File: src/rtl/uart_tx_packer.sv
// Word-to-byte packer feeding the UART transmitter.
// Words from the bus side go into a small FIFO. Each word is split into bytes,
// least significant byte first. Bytes are handed to the UART through a level
// handshake (tx_en / tx_busy).
//
//   state | meaning
//   ------+-----------------------------------------------------------------
//   IDLE  | nothing in flight; start when the FIFO has a word and UART is free
//   LOAD  | pop the head word into the shift register
//   SEND  | tx_en high with tx_data stable until the UART reports busy
//   WAIT  | UART transmitting; on completion go to the next byte or to IDLE
module uart_tx_packer #(
  parameter int WORD_WIDTH = 32,
  parameter int FIFO_DEPTH = 4
) (
  input  logic                  clk,
  input  logic                  rstn,
  input  logic [WORD_WIDTH-1:0] word_in,
  input  logic                  word_valid,
  output logic                  word_ready,
  output logic [7:0]            tx_data,
  output logic                  tx_en,
  input  logic                  tx_busy,
  output logic                  idle
);

  localparam int PTR_W = (FIFO_DEPTH > 1) ? $clog2(FIFO_DEPTH) : 1;
  localparam int CNT_W = PTR_W + 1;
  localparam int NB    = WORD_WIDTH / 8;
  localparam int IDX_W = (NB > 1) ? $clog2(NB) : 1;

  typedef enum logic [1:0] {
    IDLE = 2'd0,
    LOAD = 2'd1,
    SEND = 2'd2,
    WAIT = 2'd3
  } state_t;

  state_t                  state;
  logic [WORD_WIDTH-1:0]   mem [FIFO_DEPTH];
  logic [PTR_W-1:0]        wr_ptr;
  logic [PTR_W-1:0]        rd_ptr;
  logic [CNT_W-1:0]        count;
  logic [WORD_WIDTH-1:0]   sh;
  logic [WORD_WIDTH-1:0]   sh_next;
  logic [WORD_WIDTH-1:0]   head;
  logic [IDX_W-1:0]        byte_idx;
  logic                    push;
  logic                    pop;
  logic                    last_byte;

  assign word_ready = (count != CNT_W'(FIFO_DEPTH));
  assign push       = word_valid && word_ready;
  // LOAD is only entered with a non-empty FIFO, so the pop never underflows.
  assign pop        = (state == LOAD);
  assign idle       = (count == '0) && (state == IDLE);
  assign head       = mem[rd_ptr];
  assign sh_next    = sh >> 8;
  assign last_byte  = (byte_idx == IDX_W'(NB - 1));

  // FIFO storage: written on an accepted push, no reset needed for the data.
  always_ff @(posedge clk) begin
    if (push) begin
      mem[wr_ptr] <= word_in;
    end
  end

  // FIFO pointers and occupancy; pointers wrap naturally at the power-of-2 depth.
  always_ff @(posedge clk or negedge rstn) begin
    if (!rstn) begin
      wr_ptr <= '0;
      rd_ptr <= '0;
      count  <= '0;
    end else begin
      if (push) wr_ptr <= wr_ptr + PTR_W'(1);
      if (pop)  rd_ptr <= rd_ptr + PTR_W'(1);
      case ({push, pop})
        2'b10:   count <= count + CNT_W'(1);
        2'b01:   count <= count - CNT_W'(1);
        default: count <= count;
      endcase
    end
  end

  // Sequencer: tx_data/tx_en are loaded on the transition into SEND so the
  // UART always sees a byte that is stable for the whole request.
  always_ff @(posedge clk or negedge rstn) begin
    if (!rstn) begin
      state    <= IDLE;
      sh       <= '0;
      byte_idx <= '0;
      tx_data  <= 8'h00;
      tx_en    <= 1'b0;
    end else begin
      case (state)
        IDLE: begin
          tx_en <= 1'b0;
          // A frame left over from before a packer reset keeps tx_busy high.
          if ((count != '0) && !tx_busy) begin
            state <= LOAD;
          end
        end
        LOAD: begin
          sh       <= head;
          byte_idx <= '0;
          tx_data  <= head[7:0];
          tx_en    <= 1'b1;
          state    <= SEND;
        end
        SEND: begin
          if (tx_busy) begin
            tx_en <= 1'b0;
            state <= WAIT;
          end
        end
        WAIT: begin
          if (!tx_busy) begin
            if (last_byte) begin
              state <= IDLE;
            end else begin
              sh       <= sh_next;
              byte_idx <= byte_idx + IDX_W'(1);
              tx_data  <= sh_next[7:0];
              tx_en    <= 1'b1;
              state    <= SEND;
            end
          end
        end
        default: begin
          state <= IDLE;
          tx_en <= 1'b0;
        end
      endcase
    end
  end

endmodule

File: config.mk
export PLATFORM = sky130hd
export DESIGN_NAME = uart_tx_packer
export DESIGN_NICKNAME = d
export VERILOG_FILES = /design/src/rtl/uart_tx_packer.sv
export SDC_FILE = /design/constraint.sdc
export NUM_CORES = 1
export LEC_CHECK = 0
export CAP_MARGIN = 0
export CORE_ASPECT_RATIO = 0.8
export CORE_UTILIZATION = 63
export CTS_CLUSTER_DIAMETER = 150
export DETAILED_ROUTE_END_ITERATION = 8
export PLACE_DENSITY = 0.84
export SKIP_LAST_GASP = 1
export SLEW_MARGIN = 20
export SYNTH_ARGS = -nofsm -noshare
export SYNTH_HDL_FRONTEND = slang
export SYNTH_SLANG_ARGS = --single-unit
export TNS_END_PERCENT = 1
File: constraint.sdc
create_clock -name clk -period 6 [get_ports clk]
set_input_delay 1.2 -clock clk [delete_from_list [all_inputs] [get_ports clk]]
set_output_delay 1.2 -clock clk [all_outputs]
set_load 0.03 [all_outputs]
[After elaboration in Yosys (flattened, before gate mapping)]
Memory sizes are Yosys's and may differ from the RTL's.
Index checks and enable logic that the tools add are counted.
Word-level totals
  bits in read-only memories: 0
  bits in writable memories: 128
  word-level logic and storage cells: 58
  register bits: 52
  latch bits: 0
  memories: 1
Memory list
  mem: depth 4, width 32, read ports 1, clocked after memory_dff 0, wr ports 1, RTL line 40  | logic [WORD_WIDTH-1:0] mem [FIFO_DEPTH];
Cells by class
  order comparisons: 0
  $add $sub $neg: 5
  multiply operators: 0
  div/mod/pow operators: 0
  reductions and logical operators: 12
  bitwise operators: 0
  equal/unequal tests: 11
  mux-type cells: 21
  shifts and indexed selects: 0
Operators with widths (number)
  $mux 32: 2
  $pmux 32 s2: 1
  $mux 8: 2
  $pmux 8 s2: 1
  $mux 2: 6
  $reduce_and 3->1: 3
  $eq 2x2->1 const B: 4
  $pmux 2 s4: 1
  $add 2x1->2 const B: 3
  $ne 2x2->1 const B: 3
  $pmux 3 s2: 1
  $mux 1: 5
  $eq 2x1->1 const B: 2
  $pmux 1 s4: 1
  $pmux 2 s2: 1
  $reduce_bool 2->1: 2
  $add 3x1->3 const B: 1
  $logic_and 1x1->1: 3
  $logic_not 3->1: 1
  $ne 3x3->1 const B: 1
  $reduce_bool 3->1: 1
  $sub 3x1->3 const B: 1
  $logic_not 2->1: 1
  $ne 2x1->1 const B: 1
  $logic_not 1->1: 1

[Longest topological paths before layout]
Gate-level depths: netlist of run 1.
  word-level depth: 4
  depth in mapped cells: 9
  gate-level depth less buffers: 9

[Worst setup path before layout of run 1]
No wires, ideal clock.
  path type: register to output
  from: register count[0]
  to: output idle
  buffers on the path: 0
  stages on the path, launching flop included: 3
  data arrival time: 1414 ps
  slack: 3386 ps
  cells stage by stage: dfrtp_1 > or3_1 > nor3_1
Between the ends
  longest elaborated chain between the ends: 2
Ends and longest elaborated chain
  start: declaration: RTL line 43  | logic [CNT_W-1:0] count;
  start signal: assignment: RTL line 78  | 2'b10: count <= count + CNT_W'(1);
  start signal: assignment: RTL line 79  | 2'b01: count <= count - CNT_W'(1);
  start signal: assignment: RTL line 80  | default: count <= count;
  $logic_not 3->1: RTL line 56  | assign idle = (count == '0) && (state == IDLE);
  $logic_and 1x1->1: RTL line 56
  end: declaration: RTL line 24  | output logic idle
Every way passes these cells.

[Worst setup path after layout of run 1]
  from: register state[0]
  to: output idle
Between the ends
  longest elaborated chain between the ends: 2
Ends and longest elaborated chain
  start: declaration: RTL line 39  | state_t state;
  start signal: assignment: RTL line 89  | state <= IDLE;
  start signal: assignment: RTL line 100  | state <= LOAD;
  start signal: assignment: RTL line 108  | state <= SEND;
  $logic_not 2->1: RTL line 56
  $logic_and 1x1->1: RTL line 56
Every way passes these cells.

==> results of run 1 <==
## worst max-delay path, delay by kind of cell (launching register included)
kind                   cells  cell delay [ns]
flip-flops                 1             0.78
buffers and inverters      1             0.70
AND/OR/NAND/NOR            1             0.33
## routing by layer
| layer | vias up | share of wire (%) |
|---|---|---|
| met5 | - | 0 |
| met4 | 0 | 2.3 |
| met3 | 21 | 4.6 |
| met2 | 116 | 49 |
| met1 | 1871 | 44 |
| li1 | 1614 | - |
## worst max path at each step
stage                         endpoint  slack [ns]  cells past startpoint
2_1_floorplan                     idle        3.39                      2
3_3_place_gp    tx_data[3]$_DFFE_PN0P_        2.85                      5
3_5_place_dp   byte_idx[1]$_DFFE_PN0P_        2.70                      5
4_1_cts                           idle        2.57                      2
5_1_grt                           idle        2.35                      2
6_report                          idle        2.56                      2
## cell type report
| cell class | count | area share [%] |
|---|---|---|
| Clock inverter | 12 | 1.864 |
| Tap cell | 140 | 2.212 |
| Inverter | 11 | 0.5213 |
| Multi-Input combinational cell | 181 | 21.12 |
| Clock buffer | 20 | 5.513 |
| Sequential cell | 172 | 62.45 |
| Timing Repair Buffer | 52 | 6.319 |
## stage by stage
stage          cell area, um2  util [%]  instances  power [W]  hold slack, ns
2_1_floorplan            6882         -        396   0.002612          0.4475
3_3_place_gp             7336     70.22        556   0.002823          0.4701
3_5_place_dp             7336     70.22        556   0.002886          0.4862
4_1_cts                  7920     75.82        588   0.003970          0.4941
5_1_grt                  7920     75.82        588   0.004129          0.4989
6_report                 7920     75.82        588   0.003950          0.4917
## power groups by stage
stage	Clock [W]	Combinational (W)	Sequential (W)
global placement	0	0.000989	0.00183
floorplan	0	0.000891	0.00172
CTS	0.00109	0.00104	0.00184
finish	0.00108	0.00103	0.00184
detailed placement	0	0.00103	0.00186
global route	0.00114	0.00112	0.00187
## sequential cells by signal, summed over array words and instances (netlist names)
| signal | flops |
|---|---|
| sh | 25 |
| mem | 128 |
| rd_ptr | 2 |
| state | 2 |
| tx_en | 1 |
| count | 3 |
| tx_data | 7 |
| byte_idx | 2 |
| wr_ptr | 2 |
## cell usage in the layout, fill, tap and decap left out, drive strengths merged, types with 7 or more instances in the layout
cell type      synthesis  final
clkdlybuf4s50          0     45
dfrtp                 44     44
a22o                   8      8
mux4                  32     32
buf                   25      7
a21oi                 24     24
o21ai                  7      7
nand2                 53     53
edfxtp               128    128
clkbuf                 7     20
a31oi                 25     25
inv                   11     11
## kinds of logic (layout without fill, tap and decap cells)
kind of cell	Yosys count	in the layout
AO/OA/AOI/OAI	66	66
XOR/XNOR	6	6
adder cells (fa/ha/maj)	7	7
buffers and inverters	43	95
flip-flops	172	172
multiplexers	34	34
AND/OR/NAND/NOR	68	68
==> results_dict.tcl, run 1 <==
set metrics [dict create \
    synth_seq_area_share_pct 71.85 \
    cts_tree "yes" \
    ir_drop_uv 280.1 \
    die-height_um 95.48 \
    ios 47 \
    yosys-top-cells-area "edfxtp_1 56%, dfrtp_1 16%, mux4_1 8.4%" \
    vias 3622 \
    clock_latency_ns 0.43 \
    start_util_pct 65.88 \
    swShare_pct 30.72 \
    layout_setup_ws_ns 2.560 \
    hp-class "flip-flop to flip-flop" \
    cts_buffers 17 \
    rows 33 \
    grt-ovfl-total 0 \
    post-place-ws_ns 2.704 \
    crit_path_end_kind "output port" \
    dieArea_um2 11350 \
    status "finished, final reports clean" \
    ctsResizeCount 0 \
    yosysTopAreaCell "edfxtp_1" \
    grt_pass1_wl_um 19680 \
    first_iter_violations 332 \
    async_reset_ff_share_pct 25.58 \
    synthXorXnorAreaFrac_pct 0.7636 \
    antenna_cells 0 \
    hold_end "count[2]$_DFFE_PN0P_" \
    p_int_w 0.002737 \
    reg2reg_depth 7 \
    clock.fmax_mhz 290.7 \
    synth_edf_count 128 \
    gr-usage-met2_pct 39.38 \
    grt_setup_unrepaired "false" \
    area_growth_syn_to_layout_pct 15.09 \
    min_path_cells 1 \
    critPathKind "flip-flop to output port" \
    grt_pass1_vias 3757 \
    rrSetupSlack_ns 2.90 \
    powerDensity_nw_per_um2 498.8 \
    antenna_found_initial 0 \
    r2r-start "state[0]$_DFFE_PN0P_" \
    cts_htree_levels 4 \
    slew_violations 0 \
    synth_top_family_by_area "multiplexers" \
    period_share_pct 57.34 \
    use_met1_pct 32.50 \
    startpoint "state[0]$_DFFE_PN0P_" \
    critPathSlowestCell "dfrtp_1" \
    synth.avg_cell_area_um2 17.38 \
    tightest_slew_ns 1.070 \
    track_usage_pct 24.39 \
    synth_cell_types 34 \
    yosys_warnings 0 \
    start_kind "flip-flop" \
    yosys.area_share.simple_pct 4.309 \
    cts_hold_buffers 0 \
    slowest_delay_ns 0.78 \
    wire_per_inst_um 21.00 \
    cts.sinks 172 \
    synthesis.area_um2 6882 \
    fin_tns_setup_ns 0 \
    die_w_um 118.9 \
    first_pass_iters 5 \
    synth-seq-cells 172 \
    maxCapViolations 0 \
    hold_viol_final 0 \
    cp.required_ns 4.80 \
    clkPwrFrac_pct 27.3 \
    clk_pin_slew_worst_paths_ns 0.06 \
    finalClockSkew_ns 0.01182 \
    setup_viol 0 \
    vias_per_cell 6.160 \
    busiest_layer "met2" \
    nNetsFinal 478 \
    register_area_um2 4946 \
    place_congestion 0.8184 \
    synthAdderAreaFrac_pct 1.382 \
    grt_max_degree 45 \
    synth_mux_area_share_pct 12.04 \
    cp.arrival_ns 2.24 \
    nFillCells 568 \
    p_leak_nw 2.872 \
    pwr-share-seq_pct 46.6 \
    syn_nets 439 \
    fp.coreArea_um2 10450 \
    place_hpwl_um 7230 \
    p_comb_share_pct 26.2 \
    use_met3_pct 5.742 \
    post_cts_buffers 0 \
    yosys.area.top_type_share_pct 55.85 \
    worstHoldStart "count[2]$_DFFE_PN0P_" \
    drt-total-wl_um 12350 \
    drive_above_1_share_pct 10.94 \
    synthCells 396 \
    synth_compound_area_share_pct 5.818 \
    drc 0 \
    port_buffers 46 \
    path_cells "nor3_1 > clkdlybuf4s50_1" \
    synthTopCellsByCount "128 x edfxtp_1, 53 x nand2_1, 44 x dfrtp_1, 25 x a31oi_1, 24 x a21oi_1" \
    multi_input_area_um2 1673 \
    synth.most_common_cell "edfxtp_1" \
    critPathMaxFanout 36 \
    power_switching_w 0.001214 \
    slew_headroom_pct 28.64 \
    rr_endpoint "count[2]$_DFFE_PN0P_" \
    period_needed_ns 3.440 \
    synth_flop_cell "edfxtp_1" \
    root_buffer "clkbuf_16" \
    ant_nets 0 \
    clockBufferDepth 2 \
]
Power figures use the tool's default switching activity.
==> run 2, diff against run 1 <==
CORE_UTILIZATION = 53   (was 63)
PLACE_DENSITY = 0.76   (was 0.84)
clock period = 2.76 ns   (was 6 ns; I/O delays follow)
==> run 2 against run 1 <==
Against the previous run: via count decreased by 1.5%; sequential power increased by 110%; clock-buffer cell count decreased by 3; non-clock buffer count increased by 6; power increased by 110%; sequential share of layout area decreased by 0.66 points; worst hold slack got worse by 0.43 ns; critical path depth increased by 1; clock skew decreased by 0.0051 ns; core utilization decreased by 11 points; first-iteration DRC count decreased by 33%; critical path type unchanged; largest cell class unchanged; largest power group unchanged.
==> results_dict.tcl, run 2 (synthesis results as in run 1) <==
set metrics [dict create \
    status "finished, final reports clean" \
    cts_htree_levels 4 \
    cts_buffers 17 \
    post-place-ws_ns 0.4261 \
    grt-ovfl-total 0 \
    first_iter_violations 224 \
    antenna_found_initial 0 \
    crit_path_end_kind "output port" \
    rrSetupSlack_ns 0.59 \
    drive_above_1_share_pct 12.56 \
    place_hpwl_um 6955 \
    port_buffers 46 \
    start_util_pct 55.35 \
    ctsResizeCount 0 \
    clock.fmax_mhz 385.2 \
    p_leak_nw 2.903 \
    place_congestion 0.7796 \
    grt_max_degree 45 \
    grt_pass1_vias 3687 \
    track_usage_pct 19.78 \
    period_needed_ns 2.596 \
    nFillCells 857 \
    setup_viol 0 \
    r2r-start "count[0]$_DFFE_PN0P_" \
    critPathKind "flip-flop to output port" \
    finalClockSkew_ns 0.006761 \
    grt_pass1_wl_um 19250 \
    tightest_slew_ns 0.8497 \
    rows 36 \
    clk_pin_slew_worst_paths_ns 0.06 \
    cts.sinks 172 \
    start_kind "flip-flop" \
    layout_commonest_cell "edfxtp_1" \
    wire_per_inst_um 18.99 \
    hold_viol_final 0 \
    cp.required_ns 2.21 \
    die-height_um 103.9 \
    ir_drop_uv 629.4 \
    fp.coreArea_um2 12430 \
    post_cts_buffers 0 \
    drc 0 \
    first_pass_iters 4 \
    clock_latency_ns 0.42 \
    reg2reg_depth 9 \
    drt-total-wl_um 11870 \
    root_buffer "clkbuf_16" \
    ant_nets 0 \
    largest_register_ffs 128 \
    slew_headroom_pct 43.35 \
    vias_per_cell 5.709 \
    nNetsFinal 484 \
    cp.arrival_ns 2.04 \
    period_share_pct 94.06 \
    clockBufferDepth 2 \
    slew_violations 0 \
    grt_setup_unrepaired "false" \
    maxCapViolations 0 \
    final_cell_mix "128 x edfxtp_1, 53 x nand2_1, 45 x clkdlybuf4s50_1, 43 x dfrtp_1, 25 x a31oi_1" \
    area_growth_syn_to_layout_pct 16.33 \
    rr_endpoint "count[2]$_DFFE_PN0P_" \
    dieArea_um2 13450 \
    fin_tns_setup_ns 0 \
    vias 3568 \
    largestRegisters "mem (128), sh (25), tx_data (7)" \
    antenna_cells 0 \
    largest-register "mem" \
    die_w_um 129.4 \
    hp-class "primary input to async pin" \
    cts_hold_buffers 0 \
    layout_setup_ws_ns 0.1639 \
    ios 47 \
    critPathMaxFanout 4 \
    powerDensity_nw_per_um2 1059 \
    cts_tree "yes" \
]
run 2: cell count changes in the layout (fill, tap and decap cells not counted), sizes merged:
cell,previous run,this run
inv,11,15
buf,7,13
clkinv,6,7
clkbuf,20,17
bufinv,3,1
run 2: per-stage QoR:
stage	util, %	cells	power (W)	cell area (um2)	hold slack [ns]
3_3_place_gp	59.82	592	0.006249	7437	0.4722
4_1_cts	64.23	624	0.008546	7985	0.2998
2_1_floorplan	-	396	0.005679	6882	0.2564
3_5_place_dp	59.82	592	0.006325	7437	0.4839
6_report	64.39	625	0.008474	8005	0.05906
5_1_grt	64.39	625	0.008930	8005	0.08601
run 2: worst max-delay path by stage:
stage,start,to,slack [ns]
6_report,count[0]$_DFFE_PN0P_,idle,0.16
3_5_place_dp,word_valid,count[2]$_DFFE_PN0P_,0.43
3_3_place_gp,word_valid,count[2]$_DFFE_PN0P_,0.46
4_1_cts,count[0]$_DFFE_PN0P_,idle,0.15
2_1_floorplan,count[0]$_DFFE_PN0P_,count[2]$_DFFE_PN0P_,0.64
5_1_grt,count[0]$_DFFE_PN0P_,idle,0.1
run 2: final cells by class:
| class | count | area, um2 | area share, % |
|---|---|---|---|
| multi-input cells | 181 | 1673 | 20.90 |
| inverters | 11 | 41.29 | 0.5158 |
| flip-flops and latches | 172 | 4946 | 61.78 |
| clock buffers | 17 | 425.4 | 5.314 |
| well taps | 171 | 214.0 | 2.673 |
| clock inverters | 15 | 122.6 | 1.532 |
| repair buffers | 58 | 583.1 | 7.284 |
run 2: where the power goes:
group	total, W	switching, W	internal [W]
clock	0.00221	0.000968	0.00124
combinational	0.00245	0.00135	0.00109
sequential	0.00382	0.000315	0.00351
run 2: per-layer routing:
metal,GRT usage (%),vias to the layer above,share of wire (%)
met2,29.69,115,48
met1,28.28,1817,46
met4,7.311,0,1.3
li1,-,1623,-
met5,0,-,0
met3,4.887,13,5.1
run 2: worst max-delay path, stage by stage, from the launching register on:
cell	delay [ns]
dfrtp_1	0.41
or3_1	0.37
nor3_1	0.14
clkdlybuf4s50_1	0.70
==> run 3, diff against run 2 <==
--- a/config.mk
+++ b/config.mk
@@ -9,6 +9,8 @@
 export CORE_ASPECT_RATIO = 0.8
-export CORE_UTILIZATION = 53
+export CORE_UTILIZATION = 57
 export CTS_CLUSTER_DIAMETER = 150
 export DETAILED_ROUTE_END_ITERATION = 8
-export PLACE_DENSITY = 0.76
+export DONT_BUFFER_PORTS = 1
+export GPL_ROUTABILITY_DRIVEN = 0
+export PLACE_DENSITY = 0.75
 export SKIP_LAST_GASP = 1
--- a/constraint.sdc
+++ b/constraint.sdc
@@ -3,2 +3,2 @@
 set_output_delay 0.552 -clock clk [all_outputs]
-set_load 0.03 [all_outputs]
+set_load 0.005 [all_outputs]
==> run 3 against run 2 <==
Against the previous run: the run now ends with design-rule violations left; worst setup slack better by 0.43 ns; final cell count down 11%; largest cell class unchanged; clock-buffer cell count up 3; fmax up 20%; register-to-register slack about the same; flip-flop and latch count unchanged; first-iteration DRC count up 4.0%; worst hold slack better by 0.15 ns; combinational power down 15%; core utilization up 0.50 points; die area down 6.9%.
==> results_dict.tcl, run 3 (synthesis results as in run 1) <==
set metrics [dict create \
    swShare_pct 30.15 \
    clock.fmax_mhz 461.4 \
    violations "design-rule violations" \
    ant_nets 0 \
    reg2reg_depth 9 \
    layout_commonest_cell "edfxtp_1" \
    setup_viol 0 \
    r2r-start "count[0]$_DFFE_PN0P_" \
    cp.required_ns 3.10 \
    grt_max_degree 45 \
    drc 9 \
    port_buffers 0 \
    ir_drop_uv 577.9 \
    min_path_cells 0 \
    tightest_slew_ns 0.8456 \
    critPathMaxFanout 6 \
    start_util_pct 59.08 \
    largest-register "mem" \
    grt_setup_unrepaired "false" \
    path_cells "or3b_4 > and2_4 > inv_1 > ha_1 > inv_1 > fa_1 > xor2_1 > nor2_1 > xor2_1" \
    p_leak_nw 2.738 \
    drt-total-wl_um 11960 \
    use_met1_pct 28.70 \
    cp.arrival_ns 2.51 \
    p_comb_share_pct 25.4 \
    grt-ovfl-total 0 \
    post_cts_buffers 0 \
    hold_ws_ns 0.2104 \
    ctsResizeCount 0 \
    drive_above_1_share_pct 14.39 \
    first_pass_iters 6 \
    maxCapViolations 0 \
    fp.coreArea_um2 11650 \
    busiest_layer "met2" \
    clk_pin_slew_worst_paths_ns 0.07 \
    start_kind "flip-flop" \
    clock_latency_ns 0.43 \
    cts_tree "yes" \
    clockBufferDepth 2 \
    crit_path_end_kind "flip-flop" \
    dieArea_um2 12520 \
    antenna_cells 0 \
    finish.utilization_pct 64.89 \
    wire_per_inst_um 21.43 \
    area_growth_syn_to_layout_pct 9.836 \
    slew_violations 0 \
    slew_headroom_pct 43.49 \
    largestRegisters "mem (128), sh (25), tx_data (7)" \
    place_hpwl_um 6945 \
    grt_pass1_vias 3459 \
    slowest_delay_ns 0.42 \
    finalClockSkew_ns 0.02335 \
    use_met3_pct 6.290 \
    ios 47 \
    root_buffer "clkbuf_16" \
    p_int_w 0.005736 \
    status "complete, but fails checks" \
    rr_endpoint "count[2]$_DFFE_PN0P_" \
    track_usage_pct 21.19 \
    first_iter_violations 233 \
    cts_hold_buffers 2 \
    period_share_pct 78.52 \
    rrSetupSlack_ns 0.59 \
    critPathKind "flip-flop to flip-flop" \
    rows 35 \
    cts.sinks 172 \
    worstHoldStart "word_in[4]" \
    power_w 0.008212 \
    final_cell_mix "128 x edfxtp_1, 53 x nand2_1, 43 x dfrtp_1, 25 x a31oi_1, 24 x a21oi_1" \
    grt_pass1_wl_um 19110 \
    nNetsFinal 440 \
    cts_buffers 17 \
    vias 3430 \
    die_w_um 124.8 \
    vias_per_cell 6.147 \
    hold_end "mem[0][4]$_DFFE_PP_" \
    largest_register_ffs 128 \
    powerDensity_nw_per_um2 1086 \
    die-height_um 100.3 \
    hp-class "primary input to flip-flop" \
    pwr-share-seq_pct 46.9 \
    period_needed_ns 2.167 \
    cts_htree_levels 4 \
    fin_tns_setup_ns 0 \
    power_switching_w 0.002476 \
    critPathSlowestCell "or3b_4" \
    clkPwrFrac_pct 27.8 \
    gr-usage-met2_pct 32.71 \
    hold_viol_final 0 \
    antenna_found_initial 0 \
]
==> run 3: cell types whose count changed in the layout (fill, tap and decap cells not counted), moves of 2 or more <==
cell             before  now
clkinv_4              1    3
buf_4                 9   11
clkinv_1              3    0
buf_12                3    1
clkbuf_8              0    2
clkdlybuf4s50_1      45    0
inv_6                 4    1
==> run 3: critical path, delay by kind of cell (launching register included) <==
| kind | cells | cell delay, ns |
|---|---|---|
| DFF | 1 | 0.41 |
| xor gates and xnor gates | 2 | 0.31 |
| buffers and inverters | 2 | 0.11 |
| adders and majority gates | 2 | 0.54 |
| and+or+nand+nor | 3 | 0.72 |
==> run 3: final cells by class <==
type	count	area, um2
Sequential cell	172	4946
Fill cell	790	4090
Multi-Input combinational cell	181	1673
Clock buffer	20	456.7
Tap cell	148	185.2
Timing Repair Buffer	14	140.1
Clock inverter	12	116.4
Inverter	11	41.29
==> run 3: power by group through the flow <==
stage          registers [W]  clock network (W)  logic (W)
6_report             0.00385            0.00228    0.00208
5_1_grt              0.00392            0.00242    0.00230
4_1_cts              0.00385            0.00232    0.00211
3_5_place_dp         0.00390                  0    0.00208
3_3_place_gp         0.00386                  0    0.00201
2_1_floorplan        0.00373                  0    0.00181
==> run 3: worst max-delay path by stage <==
| stage | start | to | slack [ns] | cells after the start |
|---|---|---|---|---|
| 2_1_floorplan | count[0]$_DFFE_PN0P_ | count[2]$_DFFE_PN0P_ | 0.71 | 9 |
| 3_3_place_gp | count[0]$_DFFE_PN0P_ | count[2]$_DFFE_PN0P_ | 0.65 | 9 |
| 3_5_place_dp | count[0]$_DFFE_PN0P_ | count[2]$_DFFE_PN0P_ | 0.60 | 9 |
| 4_1_cts | count[0]$_DFFE_PN0P_ | count[2]$_DFFE_PN0P_ | 0.58 | 9 |
| 5_1_grt | count[0]$_DFFE_PN0P_ | count[2]$_DFFE_PN0P_ | 0.42 | 9 |
| 6_report | count[0]$_DFFE_PN0P_ | count[2]$_DFFE_PN0P_ | 0.59 | 9 |
==> run 3: metal layers <==
| layer | up-vias | share of wire (%) | wire length, um |
|---|---|---|---|
| met5 | - | 0 | 0 |
| met4 | 0 | 1.0 | 124 |
| met3 | 10 | 7.3 | 874 |
| met2 | 116 | 47 | 5633 |
| met1 | 1767 | 45 | 5325 |
| li1 | 1537 | - | - |
==> run 3: per-stage QoR <==
stage | cells | setup WS (ns) | instance area [um2]
after global routing | 558 | 0.4201 | 7559
after CTS | 558 | 0.5780 | 7559
after detailed placement | 524 | 0.6046 | 6948
after global placement | 524 | 0.6475 | 6948
final | 558 | 0.5929 | 7559
after floorplan | 396 | 0.7069 | 6882
